<file path="src/rtl/proc_pkg.sv">
// Opcodes, FSM encoding and instruction field positions for param_processor_top.
// Optional multiplier: compile with PROC_MUL_EN defined to enable op D = MUL.
package proc_pkg;

  localparam logic [3:0] OP_NOP  = 4'h0;
  localparam logic [3:0] OP_ADD  = 4'h1;
  localparam logic [3:0] OP_SUB  = 4'h2;
  localparam logic [3:0] OP_AND  = 4'h3;
  localparam logic [3:0] OP_OR   = 4'h4;
  localparam logic [3:0] OP_XOR  = 4'h5;
  localparam logic [3:0] OP_ADDI = 4'h6;
  localparam logic [3:0] OP_LDI  = 4'h7;
  localparam logic [3:0] OP_LD   = 4'h8;
  localparam logic [3:0] OP_ST   = 4'h9;
  localparam logic [3:0] OP_JMP  = 4'hA;
  localparam logic [3:0] OP_BEQZ = 4'hB;
  localparam logic [3:0] OP_DISP = 4'hC;
  localparam logic [3:0] OP_MUL  = 4'hD;
  localparam logic [3:0] OP_NOPE = 4'hE;
  localparam logic [3:0] OP_HALT = 4'hF;

  localparam int OP_HI = 15;
  localparam int OP_LO = 12;
  localparam int RD_HI = 11;
  localparam int RD_LO = 8;
  localparam int RS_HI = 7;
  localparam int RS_LO = 4;
  localparam int RT_HI = 3;
  localparam int RT_LO = 0;

`ifdef PROC_MUL_EN
  localparam bit MUL_EN = 1'b1;
`else
  localparam bit MUL_EN = 1'b0;
`endif

  typedef enum logic [2:0] {
    ST_LOAD, ST_FETCH, ST_EXEC, ST_MEM, ST_HALT
  } state_t;

  // Ops whose ALU result is written to rd during EXEC.
  function automatic logic writes_rd(input logic [3:0] op);
    case (op)
      OP_ADD, OP_SUB, OP_AND, OP_OR, OP_XOR, OP_ADDI, OP_LDI: return 1'b1;
      OP_MUL: return MUL_EN;
      OP_NOP, OP_NOPE: return 1'b0;
      default: return 1'b0;
    endcase
  endfunction

endpackage

</file>
<file path="src/rtl/proc_alu.sv">
// Combinational ALU for the parametrised processor; MUL exists only with PROC_MUL_EN.
module proc_alu
  import proc_pkg::*;
#(
  parameter int DATA_W = 16
) (
  input  logic [3:0]        op,
  input  logic [DATA_W-1:0] a,
  input  logic [DATA_W-1:0] b,
  input  logic [7:0]        imm,
  output logic [DATA_W-1:0] result,
  output logic              zero
);

  always_comb begin
    result = '0;
    case (op)
      OP_ADD:  result = a + b;
      OP_SUB:  result = a - b;
      OP_AND:  result = a & b;
      OP_OR:   result = a | b;
      OP_XOR:  result = a ^ b;
      OP_ADDI: result = a + DATA_W'($signed(imm[3:0]));
      OP_LDI:  result = DATA_W'(imm);
      // Branch test: the top routes rd onto a, zero flags it.
      OP_BEQZ: result = a;
`ifdef PROC_MUL_EN
      OP_MUL:  result = DATA_W'(a * b);
`endif
      default: result = '0;
    endcase
  end

  assign zero = (result == '0);

endmodule

</file>
<file path="src/rtl/param_processor_top.sv">
// Parametrised multi-cycle processor: keyed-in program, LOAD/FETCH/EXEC/MEM/HALT FSM.
// Define PROC_MUL_EN to enable the MUL opcode (otherwise op D is a NOP).
module param_processor_top
  import proc_pkg::*;
#(
  parameter int DATA_W     = 16,
  parameter int NUM_REGS   = 16,
  parameter int IMEM_DEPTH = 64,
  parameter int DMEM_DEPTH = 64
) (
  input  logic              clk,
  input  logic              reset,
  input  logic              clk_enable,
  input  logic [7:0]        input_instruction,
  input  logic              button,
  input  logic              run,
  output logic [DATA_W-1:0] display_output,
  output logic [15:0]       led_ins,
  output logic              halted,
  output logic              load_full
);

  localparam int IW = $clog2(IMEM_DEPTH);
  localparam int DW = $clog2(DMEM_DEPTH);
  localparam int RW = $clog2(NUM_REGS);
  localparam logic [4:0] NR = 5'(NUM_REGS);

  state_t            state_reg, state_next;
  logic [IW:0]       pc_reg, load_ptr_reg;
  logic              byte_sel_reg;
  logic [7:0]        hi_byte_reg;
  logic [15:0]       ir_reg;
  logic [DATA_W-1:0] display_reg;
  logic [DATA_W-1:0] regs [NUM_REGS];
  logic [15:0]       imem [IMEM_DEPTH];
  logic [DATA_W-1:0] dmem [DMEM_DEPTH];
  logic [DATA_W-1:0] dmem_rdata_reg;
  logic              btn_meta_reg, btn_sync_reg, btn_prev_reg, press_pend_reg;

  logic              press, imem_we, dmem_we, dmem_re, alu_zero;
  logic [3:0]        op;
  logic [RW-1:0]     rd_idx, rs_idx, rt_idx;
  logic [DATA_W-1:0] rd_val, rs_val, rt_val, alu_a, alu_result;

  assign op     = ir_reg[OP_HI:OP_LO];
  assign rd_idx = RW'({1'b0, ir_reg[RD_HI:RD_LO]} % NR);
  assign rs_idx = RW'({1'b0, ir_reg[RS_HI:RS_LO]} % NR);
  assign rt_idx = RW'({1'b0, ir_reg[RT_HI:RT_LO]} % NR);
  assign rd_val = regs[rd_idx];
  assign rs_val = regs[rs_idx];
  assign rt_val = regs[rt_idx];
  assign alu_a  = (op == OP_BEQZ) ? rd_val : rs_val;

  assign halted         = (state_reg == ST_HALT);
  assign load_full      = (load_ptr_reg == (IW+1)'(IMEM_DEPTH));
  assign display_output = display_reg;
  assign led_ins        = ir_reg;

  proc_alu #(.DATA_W(DATA_W)) u_alu (
    .op     (op),
    .a      (alu_a),
    .b      (rt_val),
    .imm    (ir_reg[7:0]),
    .result (alu_result),
    .zero   (alu_zero)
  );

  // Button sync runs every clk; a pending press survives clk_enable=0.
  always_ff @(posedge clk or negedge reset) begin
    if (!reset) begin
      btn_meta_reg   <= 1'b0;
      btn_sync_reg   <= 1'b0;
      btn_prev_reg   <= 1'b0;
      press_pend_reg <= 1'b0;
    end else begin
      btn_meta_reg   <= button;
      btn_sync_reg   <= btn_meta_reg;
      btn_prev_reg   <= btn_sync_reg;
      press_pend_reg <= (btn_sync_reg & ~btn_prev_reg) | (press_pend_reg & ~clk_enable);
    end
  end

  assign press   = press_pend_reg & clk_enable;
  assign imem_we = (state_reg == ST_LOAD) && press && !load_full && byte_sel_reg;
  assign dmem_we = clk_enable && (state_reg == ST_EXEC) && (op == OP_ST);
  assign dmem_re = clk_enable && (state_reg == ST_EXEC) && (op == OP_LD);

  always_comb begin
    state_next = state_reg;
    unique case (state_reg)
      ST_LOAD:  if (run && load_ptr_reg != '0) state_next = ST_FETCH;
      ST_FETCH: state_next = (pc_reg == load_ptr_reg) ? ST_HALT : ST_EXEC;
      ST_EXEC: begin
        if (op == OP_LD)        state_next = ST_MEM;
        else if (op == OP_HALT) state_next = ST_HALT;
        else                    state_next = ST_FETCH;
      end
      ST_MEM:   state_next = ST_FETCH;
      ST_HALT:  if (!run) state_next = ST_LOAD;
      default:  state_next = ST_LOAD;
    endcase
  end

  always_ff @(posedge clk or negedge reset) begin
    if (!reset) begin
      state_reg    <= ST_LOAD;
      pc_reg       <= '0;
      load_ptr_reg <= '0;
      byte_sel_reg <= 1'b0;
      hi_byte_reg  <= '0;
      ir_reg       <= '0;
      display_reg  <= '0;
      for (int i = 0; i < NUM_REGS; i++) regs[i] <= '0;
    end else if (clk_enable) begin
      state_reg <= state_next;
      case (state_reg)
        ST_LOAD: begin
          if (press && !load_full) begin
            byte_sel_reg <= ~byte_sel_reg;
            if (!byte_sel_reg) hi_byte_reg  <= input_instruction;
            else               load_ptr_reg <= load_ptr_reg + 1'b1;
          end
          if (state_next == ST_FETCH) pc_reg <= '0;
        end
        ST_FETCH: begin
          if (pc_reg != load_ptr_reg) begin
            ir_reg <= imem[pc_reg[IW-1:0]];
            pc_reg <= pc_reg + 1'b1;
          end
        end
        ST_EXEC: begin
          if (writes_rd(op)) regs[rd_idx] <= alu_result;
          case (op)
            OP_JMP:  pc_reg <= {1'b0, ir_reg[IW-1:0]};
            OP_BEQZ: if (alu_zero) pc_reg <= {1'b0, ir_reg[IW-1:0]};
            OP_DISP: display_reg <= rd_val;
            default: ;
          endcase
        end
        ST_MEM:  regs[rd_idx] <= dmem_rdata_reg;
        ST_HALT: if (!run) pc_reg <= '0;
        default: ;
      endcase
    end
  end

  always_ff @(posedge clk) begin
    if (imem_we) imem[load_ptr_reg[IW-1:0]] <= {hi_byte_reg, input_instruction};
  end

  // DMEM read is issued in EXEC so the data is ready for the MEM cycle.
  always_ff @(posedge clk) begin
    if (dmem_we) dmem[rs_val[DW-1:0]] <= rd_val;
    if (dmem_re) dmem_rdata_reg <= dmem[rs_val[DW-1:0]];
  end

endmodule

</file>
<file path="config.mk">
export PLATFORM = sky130hd
export DESIGN_NAME = param_processor_top
export DESIGN_NICKNAME = d
export VERILOG_FILES = /design/src/rtl/proc_pkg.sv /design/src/rtl/proc_alu.sv /design/src/rtl/param_processor_top.sv
export SDC_FILE = /design/constraint.sdc
export NUM_CORES = 2
export LEC_CHECK = 0
export CORE_MARGIN = 8
export CORE_UTILIZATION = 44
export CTS_CLUSTER_SIZE = 8
export DETAILED_ROUTE_END_ITERATION = 8
export DONT_BUFFER_PORTS = 1
export SLEW_MARGIN = 15
export SYNTH_ARGS = -nofsm -noshare
export SYNTH_HDL_FRONTEND = slang
export SYNTH_SLANG_ARGS = --single-unit
</file>
<file path="constraint.sdc">
create_clock -name clk -period 10.49 [get_ports clk]
set_input_delay 2.6225 -clock clk [delete_from_list [all_inputs] [get_ports clk]]
set_output_delay 2.6225 -clock clk [all_outputs]
set_load 0.02 [all_outputs]
</file>
* Word-level counts from Yosys, hierarchy flattened *
Memory sizes are Yosys's and may differ from the RTL's. A register that Yosys moved wholly into a read port is not among the register bits.
Index checks and enable logic that the tools add are counted.

word-level totals
  bits in read-only memories = 16
  bits in registers = 302
  memories kept = 3
  input port bits = 13
  memory bits (writable) = 2048

memory list
  memory            words  width  rd ports  clocked after memory_dff  wr ports  line                       text
  dmem              64     16     1         1                         1         param_processor_top.sv:36  logic [DATA_W-1:0] dmem [DMEM_DEPTH];
  imem              64     16     1         1                         1         param_processor_top.sv:35  logic [15:0] imem [IMEM_DEPTH];
  (name not given)  16     1      1         0                         0         proc_pkg.sv:43             case (op)

cells by class
  eq/ne operators = 27
  order comparisons = 4
  muxes and demuxes = 35
  bitwise gates (word level) = 13
  reductions and logical operators = 23
  $add $sub $neg = 5

operators with widths
  kind                                                       count
  bitwise mux 256 bit                                        2
  case mux 256 bit (2 select lines)                          1
  2-to-1 mux 256 bit                                         1
  binary-select mux 16 bit (select 4 bit)                    3
  2-to-1 mux 16 bit                                          8
  case mux 16 bit (8 select lines)                           1
  demux 16 bit (select 4 bit)                                1
  adder 16 bit                                               2
  2-to-1 mux 7 bit                                           4
  case mux 7 bit (4 select lines)                            1
  equality test 4 bit (second input constant)                6
  bitwise AND 16 bit                                         1
  equality test 4 x 3 -> 1 bit (second input constant)       4
  zero test 16 bit                                           1
  bitwise OR 16 bit                                          1
  subtractor 16 bit                                          1
  XOR 16 bit                                                 1
  greater-or-equal comparator 5 bit (second input constant)  3
  2-to-1 mux 3 bit                                           5
  inverter 4 -> 5 bit                                        3
  case mux 3 bit (5 select lines)                            1
  adder 7 x 1 -> 7 bit (second input constant)               2
  case mux 7 bit (2 select lines)                            1
  AND reduction 3 bit                                        4
  other kinds (25)                                           49

* Longest topological paths before layout *
  depth after elaboration = 11
  gate-level depth with buffers = 23

* Modules after synthesis *
A second synthesis with hierarchy kept.

second synthesis, totals
  cells, all modules = 9598
  area total of the unflattened synthesis = 119682.3 um2

by module, submodules not included
  module               cells an instance  area each (um2)  times used
  param_processor_top  9233               117113.6         1
  proc_alu             365                2568.7           1

* Least setup slack after synthesis *
Ideal clock, no wire load.

  kind = register -> register
  start point = register ir_reg[8], in the netlist led_ins[8], read port of imem
  end point = register pc_reg[0]
  setup time = 125 ps
  arrival = 5808 ps
  path buffers = 4
  slack = 4558 ps
  cell stages (with the launch flop) = 21
  path through = dfrtp_1 buf_4 buf_6 buf_6 buf_2 mux4_2 mux4_2 and2_1 a21oi_1 inv_1 ha_1 fa_1 a21o_1 a21oi_1 o21ai_0 a21o_1 a31o_2 nand4b_1 nor4_4 o21ai_2 mux2_2

on the way
  longest elaborated chain between the ends = 10
  elaborated cells on any way between the ends = 15

RTL lines
  item                                                    line                        text
  start, declared                                         param_processor_top.sv:32   logic [15:0] ir_reg;
  inverter 4 -> 5 bit (implied by the code) *             param_processor_top.sv:49   assign rd_val = regs[rd_idx];
  binary-select mux 16 bit (select 4 bit) *               param_processor_top.sv:49
  2-to-1 mux 16 bit (implied by the code) * (2 in a row)  param_processor_top.sv:49
  named net rd_val[0]                                     param_processor_top.sv:43   logic [DATA_W-1:0] rd_val, rs_val, rt_val, alu_a, alu_result;
  2-to-1 mux 16 bit *                                     param_processor_top.sv:52   assign alu_a = (op == OP_BEQZ) ? rd_val : rs_val;
  adder 16 bit (tied with other cells)                    proc_alu.sv:23              OP_ADDI: result = a + DATA_W'($signed(imm[3:0]));
  case mux 16 bit (8 select lines) *                      proc_alu.sv:17              case (op)
  zero test 16 bit *                                      proc_alu.sv:34              assign zero = (result == '0);
  inequality test 3 bit (no line) *                       n/a
  AND reduction 7 bit (no line) *                         n/a
  end signal, assigned                                    param_processor_top.sv:128  pc_reg <= pc_reg + 1'b1;
  end signal, assigned                                    param_processor_top.sv:134  OP_JMP: pc_reg <= {1'b0, ir_reg[IW-1:0]};
  end signal, assigned                                    param_processor_top.sv:135  OP_BEQZ: if (alu_zero) pc_reg <= {1'b0, ir_reg[IW-1:0]};
  end, declared                                           param_processor_top.sv:29   logic [IW:0] pc_reg, load_ptr_reg;

Mark *: on every way through the listed nets, which the timed path passes. The rest lies on a longest branch. The select of a mux whose other input is x is not followed.
A chain may end at the register's enable or synchronous reset.

* Worst setup path after layout *
  start point = register ir_reg[0], in the netlist led_ins[0], read port of imem
  end point = register pc_reg[1]

on the way
  longest elaborated chain between the ends = 9
  elaborated cells on any way between the ends = 14

RTL lines
  item                                                  line                       text
  inverter 4 -> 5 bit (implied by the code)             param_processor_top.sv:51  assign rt_val = regs[rt_idx];
  binary-select mux 16 bit (select 4 bit)               param_processor_top.sv:51
  2-to-1 mux 16 bit (implied by the code) (2 in a row)  param_processor_top.sv:51
  subtractor 16 bit (tied with other cells)             proc_alu.sv:19             OP_SUB: result = a - b;
  case mux 16 bit (8 select lines) *                    proc_alu.sv:17
  zero test 16 bit *                                    proc_alu.sv:34
  inequality test 3 bit (no line) *                     n/a
  AND reduction 7 bit (no line) *                       n/a

Mark *: on every way between the ends. The rest lies on a longest branch, timed or not. The select of a mux whose other input is x is not followed.

==> run metrics <==
Peak VDD IR=around 0.19 mV; crit path cell chain=buf_4, mux4_1, a22o_1, a221oi_2, and3_1, nor4b_4, nand3_1, nand3_1, o21a_1, o221ai_1, ha_1, nand2b_1, mux2i_1, a211oi_1, nand3_1, nor3_1, nand4b_1, nor4_4, o21ai_2, mux2_2; Startpoint Class=flip-flop; Fill cells=17880; Synth Cell Area=around 98000 µm²; GP Congestion=0.9135; final instance area=112100 µm²; FMAX=between 0.1 and 0.15 GHz; Largest delay share family, worst path=simple AND/OR/NAND/NOR gates; setup bufs post-CTS=0; Site Rows=approximately 170; Yosys reg bits=2382; drt first pass iters=8; Worst EP required=11.28 ns; Reg2Reg Launch Point=led_ins[0]$_DFFE_PN0P_; final hold vios=0; Inserted Clock Buffers=348; CTS root buffer=clkbuf_16; Setup TNS=0 ns; final WL=between 200000 and 300000 µm; Buf/Inv on CP=1; arrival time worst endpoint=7.79 ns; vias in the first global route=approximately 55000; boundary pin count=between 40 and 50; Cell Pwr Density=between 200 and 250 nW/µm²; Nets=approximately 5800; layout cells sized above 1=25.25%; DIE AREA=roughly 240000 µm²; Yosys Warn Count=0; DR WL/cell=roughly 32 µm; TritonCTS clock tree=yes; EDFF count, synth=between 2000 and 2500; via count of the routed design=55430; I/O Buffers=0; Hold-fix buffers, CTS=0; Layout area overhead=13.78%; Clock Tree Buf Depth=4; clk slew on worst S/H paths=0.06 ns; Routed Antenna Nets=0; asr flop ratio synth=13.35%; Post-DP HPWL=approximately 160000 µm; most used cell, CP=nand3_1; Cell variety after synth=89; largest net degree at the start of global routing=between 300 and 400; worst-path fanout max=32; status=finished clean; top_reg_cell synth=edfxtp_1; total core area=around 220000 µm²; Die X=about 500 µm; P_leak=just under 0.04 µW; Critical Setup Path Class=reg2reg; Placed Area=~100000 µm²; crit end category=flip-flop; worst skew pair latency=approximately 0.93 ns; Post-Syn Nets=approximately 5600; Critical path origin=led_ins[0]$_DFFE_PN0P_; Clock Skews=approximately 0.09 ns; Sink Count=roughly 2400; CP peak stage delay=0.85 ns; via/cell ratio=6.316; max cap viols=0; Worst Hold Launch=btn_meta_reg$_DFF_PN0_; Iter 0 DRT Violations=between 6000 and 7000; Seq/Total Area, Yosys=a little over 70%; H-tree depth=5; fin. max-slew vios=0; CTS resizes=0; RSZ-0062 raised after global routing=no; Syn Area/Cell=around 18 µm²; pin slew with the least headroom to its limit=about 1.2 ns; Total GRT Usage=between 20 and 25%; Die Span Y=about 490 µm; relative slew slack=18.44%; final worst path period share=approximately 67%; Initial Utilization=roughly 44%; CP max stage cell=dfrtp_4; minimum clock period=approximately 7 ns; min-delay worst type=reg2reg; Setup Viol. Count Final=0; Post-Synthesis Cells=5499; global route overflow=0; drt drc=0; first-pass GRT wire length=405800 µm; initial antenna violation count=17
-- cell families (layout without fill, tap and decap cells) --
group | Yosys count | in the layout | synth area share, %
AOI/OAI and AO/OA | 873 | 873 | 6.509
xor gates and xnor gates | 19 | 19 | 0.1690
adders and majority gates | 52 | 52 | 0.6682
buffers and inverters | 417 | 717 | 1.800
DFF | 2382 | 2382 | 71.01
muxes | 815 | 815 | 15.78
other | 0 | 3 | 0
and+or+nand+nor | 941 | 941 | 4.066
-- cell type report --
type / instances / area (µm²) / share of cell area [%]
antenna: 3 / 7.507 / 0.006699
clock buffer: 419 / 9049 / 8.074
clock inverter: 9 / 100.1 / 0.08932
inverter: 58 / 217.7 / 0.1943
multi-input combinational: 2700 / 27140 / 24.22
sequential: 2382 / 70010 / 62.47
tap: 2975 / 3722 / 3.322
timing repair buffer: 231 / 1822 / 1.626
-- routing by layer --
metal	part of all wire, %	vias up	track usage [%]	wire length, µm
met2	47	2798	36.48	132100
met1	41	29300	32.56	114100
met3	8.7	529	4.489	24370
li1	-	22800	-	-
met4	4.0	2	8.551	11190
met5	0.0046	-	0	13
-- cell usage after synthesis, drive strengths merged, types with 13 or more instances --
master	n	area, µm²
a211oi	18	135.1
a21oi	83	419.2
a221o	19	190.2
a221oi	53	508.0
a22o	24	210.2
a22oi	332	2492
a31oi	58	362.9
a41oi	71	621.9
and2	16	100.1
buf	146	755.7
clkbuf	213	799.5
dfrtp	318	7958
edfxtp	2064	61980
ha	51	638.1
inv	57	214.0
mux2	178	2008
mux2i	70	713.2
mux4	567	12820
nand2	500	1882
nand3	35	175.2
nor2	262	986.0
nor3	29	145.1
nor4	19	148.9
o211ai	13	97.59
o21a	14	105.1
o21ai	93	469.2
o221ai	17	155.1
o22ai	19	118.9
xnor2	14	122.6
-- through the flow --
step / setup slack (ns) / util [%] / power, µW / instances / hold WS, ns
after global placement: 3.147 / 46.27 / 15800 / 8346 / 0.3333
after CTS: 3.088 / 50.39 / 25510 / 8774 / 0.3542
after floorplan: 4.558 / - / 14090 / 5499 / 0.3312
final: 3.494 / 50.41 / 25340 / 8777 / 0.3513
after detailed placement: 3.164 / 46.27 / 15830 / 8346 / 0.3435
after global routing: 3.027 / 50.41 / 26100 / 8774 / 0.3631
-- report_power, final --
part | total, µW | switching (µW) | leakage (µW) | internal, µW
Clock | 9690 | 3760 | 0.00446 | 5930
Sequential | 11300 | 381 | 0.0245 | 10900
Combinational | 4350 | 2780 | 0.00978 | 1570
-- cell usage in the layout, fill, tap and decap left out, drive strengths merged, types with 8 or more instances in the layout --
| cell type | count |
|---|---|
| a22oi | 332 |
| xnor2 | 14 |
| a21oi | 83 |
| nand4 | 10 |
| o21a | 14 |
| nor4 | 19 |
| o221ai | 17 |
| dfrtp | 318 |
| nor2 | 262 |
| mux2 | 178 |
| mux4 | 567 |
| and2 | 16 |
| nand2b | 12 |
| nand2 | 500 |
| a222oi | 10 |
| nor3 | 29 |
| a221oi | 53 |
| ha | 51 |
| a31oi | 58 |
| buf | 231 |
| a22o | 24 |
| o21ai | 93 |
| nor2b | 12 |
| clkbuf | 419 |
| or3 | 9 |
| mux2i | 70 |
| a211oi | 18 |
| a221o | 19 |
| a41oi | 71 |
| inv | 63 |
| or2 | 8 |
| o211ai | 13 |
| o22ai | 19 |
| nand3 | 35 |
| edfxtp | 2064 |
-- final timing paths --
check | to | slack, ns | cells past startpoint
min in group asynchronous | display_output[7]$_DFFE_PN0P_ | 1.39 | 0
worst min register to register | btn_sync_reg$_DFF_PN0_ | 0.35 | 0
worst max register to register | pc_reg[1]$_DFFE_PN0P_ | 3.49 | 20
worst max-delay path | pc_reg[1]$_DFFE_PN0P_ | 3.49 | 20
worst min-delay path | btn_sync_reg$_DFF_PN0_ | 0.35 | 0
max in group asynchronous | led_ins[10]$_DFFE_PN0P_ | 8.46 | 0
Power figures use the tool's default switching activity.
